$ cat src/rtl/slicem_lutram_writer.sv
// Serializes whole-LUT memory images into the bit-serial SLICEM LUT-RAM write port.
// Images arrive over valid/ready. Each one goes MSB first to one LUT or to all LUTs at once.
module slicem_lutram_writer #(
  parameter int unsigned S_XX_BASE = 4,
  parameter int unsigned NUM_LUTS  = 4,
  parameter int unsigned MEM_BITS  = 2 * 2**S_XX_BASE,
  parameter int unsigned IDX_W     = (NUM_LUTS > 1) ? $clog2(NUM_LUTS) : 1
) (
  input  logic                clk,
  input  logic                rst_n,
  input  logic                req_valid,
  output logic                req_ready,
  input  logic [IDX_W-1:0]    req_lut,
  input  logic                req_bcast,
  input  logic [MEM_BITS-1:0] req_data,
  input  logic                stall,
  output logic                data_in,
  output logic                write_en,
  output logic [NUM_LUTS-1:0] write_lut_select,
  output logic                busy,
  output logic                done,
  output logic                err
);

  // One extra bit so the counter can never wrap.
  localparam int unsigned CntW = $clog2(MEM_BITS) + 1;

  typedef enum logic [1:0] {StIdle, StShift, StDone, StErr} state_e;

  state_e              state_q, state_d;
  logic [MEM_BITS-1:0] shreg_q, shreg_d;
  logic [CntW-1:0]     cnt_q, cnt_d;
  logic [NUM_LUTS-1:0] sel_q, sel_d;

  logic accept;
  logic lut_bad;

  assign accept  = req_valid & req_ready;
  // The LUT index is only meaningful for targeted writes.
  assign lut_bad = !req_bcast && (32'(req_lut) >= NUM_LUTS);

  // Next-state logic for the FSM, the shift register, the counter and the select register.
  always_comb begin
    state_d = state_q;
    shreg_d = shreg_q;
    cnt_d   = cnt_q;
    sel_d   = sel_q;
    case (state_q)
      StIdle: begin
        if (accept) begin
          shreg_d = req_data;
          cnt_d   = '0;
          sel_d   = req_bcast ? {NUM_LUTS{1'b1}} : (NUM_LUTS'(1) << req_lut);
          state_d = lut_bad ? StErr : StShift;
        end
      end
      StShift: begin
        if (!stall) begin
          shreg_d = {shreg_q[MEM_BITS-2:0], 1'b0};
          cnt_d   = cnt_q + CntW'(1);
          if (cnt_q == CntW'(MEM_BITS - 1)) begin
            state_d = StDone;
          end
        end
      end
      StDone:  state_d = StIdle;
      StErr:   state_d = StIdle;
      default: state_d = StIdle;
    endcase
  end

  // Output decode: the write port is driven only while shifting.
  always_comb begin
    data_in          = 1'b0;
    write_en         = 1'b0;
    write_lut_select = '0;
    done             = 1'b0;
    err              = 1'b0;
    case (state_q)
      StShift: begin
        data_in          = shreg_q[MEM_BITS-1];
        write_en         = !stall;
        write_lut_select = sel_q;
      end
      StDone:  done = 1'b1;
      StErr:   err  = 1'b1;
      default: ;
    endcase
  end

  assign busy      = (state_q != StIdle);
  assign req_ready = rst_n & (state_q == StIdle);

  // State registers with synchronous active-low reset.
  always_ff @(posedge clk) begin
    if (!rst_n) begin
      state_q <= StIdle;
      shreg_q <= '0;
      cnt_q   <= '0;
      sel_q   <= '0;
    end else begin
      state_q <= state_d;
      shreg_q <= shreg_d;
      cnt_q   <= cnt_d;
      sel_q   <= sel_d;
    end
  end

endmodule

$ cat config.mk
export PLATFORM = sky130hd
export DESIGN_NAME = slicem_lutram_writer
export DESIGN_NICKNAME = d
export VERILOG_FILES = /design/src/rtl/slicem_lutram_writer.sv
export SDC_FILE = /design/constraint.sdc
export NUM_CORES = 1
export LEC_CHECK = 0
export ABC_CLOCK_PERIOD_IN_PS = 2350
export CAP_MARGIN = 20
export CELL_PAD_IN_SITES_DETAIL_PLACEMENT = 1
export CELL_PAD_IN_SITES_GLOBAL_PLACEMENT = 2
export CORE_MARGIN = 2
export CORE_UTILIZATION = 34
export CTS_BUF_LIST = sky130_fd_sc_hd__clkbuf_2 sky130_fd_sc_hd__clkbuf_4 sky130_fd_sc_hd__clkbuf_8
export DETAILED_ROUTE_END_ITERATION = 10
export PLACE_DENSITY_LB_ADDON = 0.1
export RECOVER_POWER = 25
export SLEW_MARGIN = 20
export SYNTH_ARGS = -nofsm -noshare
export SYNTH_HDL_FRONTEND = slang
export SYNTH_SLANG_ARGS = --single-unit
export TNS_END_PERCENT = 100
$ cat constraint.sdc
create_clock -name clk -period 2.35 [get_ports clk]
set_clock_uncertainty 0.15 [all_clocks]
set_input_delay 0.235 -clock clk [delete_from_list [all_inputs] [get_ports clk]]
set_output_delay 0.235 -clock clk [all_outputs]
set_load 0.02 [all_outputs]
==> results of run 1 <==
## through the flow
step,setup WS [ns],instance area [um2],std cells
global placement,0.129,2820,370
detailed placement,0.115,2820,370
CTS,0.0713,2920,378
floorplan,0.764,2310,256
global route,0.0123,2900,378
finish,0.0899,2900,378
## flip-flops by register name (all words and copies together) (netlist names)
name and count:
cnt_q 6, state_q 2, shreg_q 32, sel_q 4
## worst min-delay path, stage by stage (launching register included)
cell and delay, ns:
dfxtp_1 0.32, nand3_1 0.06, mux2i_1 0.06
## placed cells by master, fill, tap and decap left out, types with 2 or more instances in the layout
master and count:
buf_4 5, a211oi_1 5, a311oi_1 2, mux2i_1 4
clkbuf_1 2, inv_1 4, a311oi_2 29, nor3_1 33
clkbuf_8 6, nand3_1 7, clkbuf_2 2, a21oi_1 4
buf_12 2, and2_1 6, clkinv_2 2, clkdlybuf4s50_1 47
dfxtp_1 44, nand3b_1 3, nand2_1 64, and3_1 2
nor2_1 6
## area by class of cell
| cell class | instances | area [um2] | area share [%] |
|---|---|---|---|
| clock inverters | 2 | 10.0 | 0.345 |
| multi-input cells | 182 | 1230 | 42.3 |
| clock buffers | 6 | 82.6 | 2.84 |
| inverters | 5 | 26.3 | 0.905 |
| repair buffers | 59 | 576 | 19.8 |
| flip-flops and latches | 44 | 881 | 30.3 |
| well taps | 80 | 100 | 3.45 |
## cells by family after synthesis
logic type / after synthesis / synth area share [%]
simple gates: 132 / 27.2
compound gates: 44 / 23.3
flops: 44 / 38.2
buf+inv: 30 / 8.68
mux: 4 / 1.74
xor+xnor: 1 / 0.380
fa+ha+maj: 1 / 0.542
## routing by layer
| metal | wire [um] | up-vias | share of wire, % |
|---|---|---|---|
| met4 | 69 | 0 | 1.2 |
| met3 | 196 | 6 | 3.3 |
| met5 | 0 | - | 0 |
| met2 | 2680 | 28 | 45 |
| met1 | 2980 | 972 | 50 |
| li1 | - | 1006 | - |
## power by group
part           internal, mW  total (mW)  switching, mW
logic                 0.213       0.465          0.252
registers             0.815       0.851         0.0365
clock network         0.235       0.509          0.274
## final timing paths
path                                    end  slack [ns]  cells after the start
worst min-delay path               cnt_q[4]        0.32                      2
worst max-delay path               write_en        0.09                      3
worst max register to register  shreg_q[28]        0.20                      5
worst min register to register     cnt_q[4]        0.32                      2
==> impl_metrics.py, run 1 <==
metrics = {
    "timing": {
        "report.final.slew_viol_count": 0,
        "final-setup-viol-count": 0,
        "slew_headroom_pct": 18.4,
        "holdWs_ns": 0.325,
        "report.final.hold_viol_count": 0,
        "tightest_slew_ns": 1.22,
        "fin_setup_tns_ns": 0,
        "rsz0062_at_grt": "false",
        "fin_crit_sh_pct": 96.2,
        "max_freq_ghz": 0.442,
        "period_minus_slack_ns": 2.26,
    },
    "routing": {
        "ant_nets": 0,
        "drc_errors": 0,
        "drtPass1Iterations": 3,
        "viasPerCell": 5.32,
        "vias": 2012,
        "drtIter0Drc": 93,
        "wire_per_inst_um": 15.7,
        "wl_mm": 5.94,
    },
    "synthesis": {
        "synth_edf_count": 0,
        "synth_common_cells": "64 x nand2_1, 44 x dfxtp_1, 33 x nor3_1",
        "synth_largest_area_cell": "dfxtp_1",
        "synth.distinct_cells": 38,
        "ys.warnings.count": 0,
        "synth_area_per_cell_um2": 9.01,
        "syn_inst": 256,
        "syn_area_mm2": 0.00231,
        "synth-async-reset-ratio_pct": 0,
        "yosysMostFrequentCell": "nand2_1",
        "yosys_most_used_dff": "dfxtp_1",
        "yosysTopAreaCellShare_pct": 38.2,
        "syn_nets": 296,
        "yosysSeqAreaShare_pct": 38.2,
        "synthTopCellsByArea": "dfxtp_1 38%, a311oi_2 19%, nand2_1 10%, nor3_1 7.2%, buf_12 2.6%",
        "synth_seq_cells": 44,
    },
    "clocking": {
        "htree_levels": 2,
        "cts-root-buf": "clkbuf_8",
        "ctsResizeCount": 0,
        "cts_setup_buffers": 0,
        "cts_buffers": 5,
        "clk_pin_slew_worst_paths_ns": 0.08,
        "cts_tree": "built",
        "clock_sinks": 44,
        "insertion_delay_ns": 0.30,
        "postCtsHoldBufs": 0,
        "clockBufferDepth": 2,
    },
    "layout": {
        "diodes": 0,
        "drive_gt1_share_pct": 17.1,
        "fin_util_pct": 43.5,
        "fin_nets": 337,
        "n_fill_cell": 808,
        "area_growth_syn_to_layout_pct": 25.9,
    },
    "floorplan": {
        "fp.dieW_um": 86.4,
        "dieArea_mm2": 0.00746,
        "core-area_mm2": 0.00668,
        "rows": 30,
        "fp.dieH_um": 86.4,
        "start_util_pct": 34.5,
        "top_level_ports": 49,
    },
    "worst_setup_path": {
        "cp.arrival_ns": 1.88,
        "cp_num_buf_inv": 2,
        "reg2reg_from": "state_q[1]",
        "crit_family": "buffers and inverters",
        "worst_ep_required_time_ns": 1.97,
        "cp_cell_sequence": "or3b_1 > inv_8 > clkdlybuf4s50_1",
        "path_max_fanout": 10,
        "critical_path.startpoint": "state_q[1]",
        "cp-end-kind": "primary output",
        "critical_path.startpoint_type": "flop",
        "max_stage_delay_ns": 0.59,
        "critical_path_class": "flop to primary output",
        "critPathSlowestCell": "clkdlybuf4s50_1",
    },
    "global_routing": {
        "busiest_layer": "met2",
        "antenna_found_initial": 0,
        "grt_max_degree": 41,
        "grt_pass1_vias": 2013,
        "met3_usage_pct": 4.29,
        "track_usage_pct": 16.8,
        "use_met1_pct": 22.9,
        "grt_pass1_wl_mm": 9.87,
        "use_met2_pct": 26.6,
        "grt_overflow_total": 0,
    },
    "placed_design": {
        "gp_congestion": 0.708,
        "dpl.hpwl_mm": 3.77,
        "port_buffers": 48,
    },
    "flow_run": {
        "maxCapViolCount": 0,
    },
    "outcome": {
        "status": "complete, no violations",
    },
    "hold_path": {
        "hp-start": "cnt_q[4]",
        "hold_path_class": "flop to flop",
    },
    "power": {
        "leakagePower_nw": 1.02,
        "p_total_mw": 1.82,
        "power_density_mw_per_mm2": 628,
        "vdd_drop_max_v": 0.000256,
    },
}
Power figures use the tool's default switching activity.
==> run 2, diff against run 1 <==
--- a/config.mk
+++ b/config.mk
@@ -6,7 +6,7 @@
 export NUM_CORES = 1
 export LEC_CHECK = 0
 export ABC_CLOCK_PERIOD_IN_PS = 2350
-export CAP_MARGIN = 20
+export CAP_MARGIN = 0
 export CELL_PAD_IN_SITES_DETAIL_PLACEMENT = 1
 export CELL_PAD_IN_SITES_GLOBAL_PLACEMENT = 2
 export CORE_MARGIN = 2
==> results of run 2 <==
The final DEF is identical to that of run 1; final timing and power are the same.
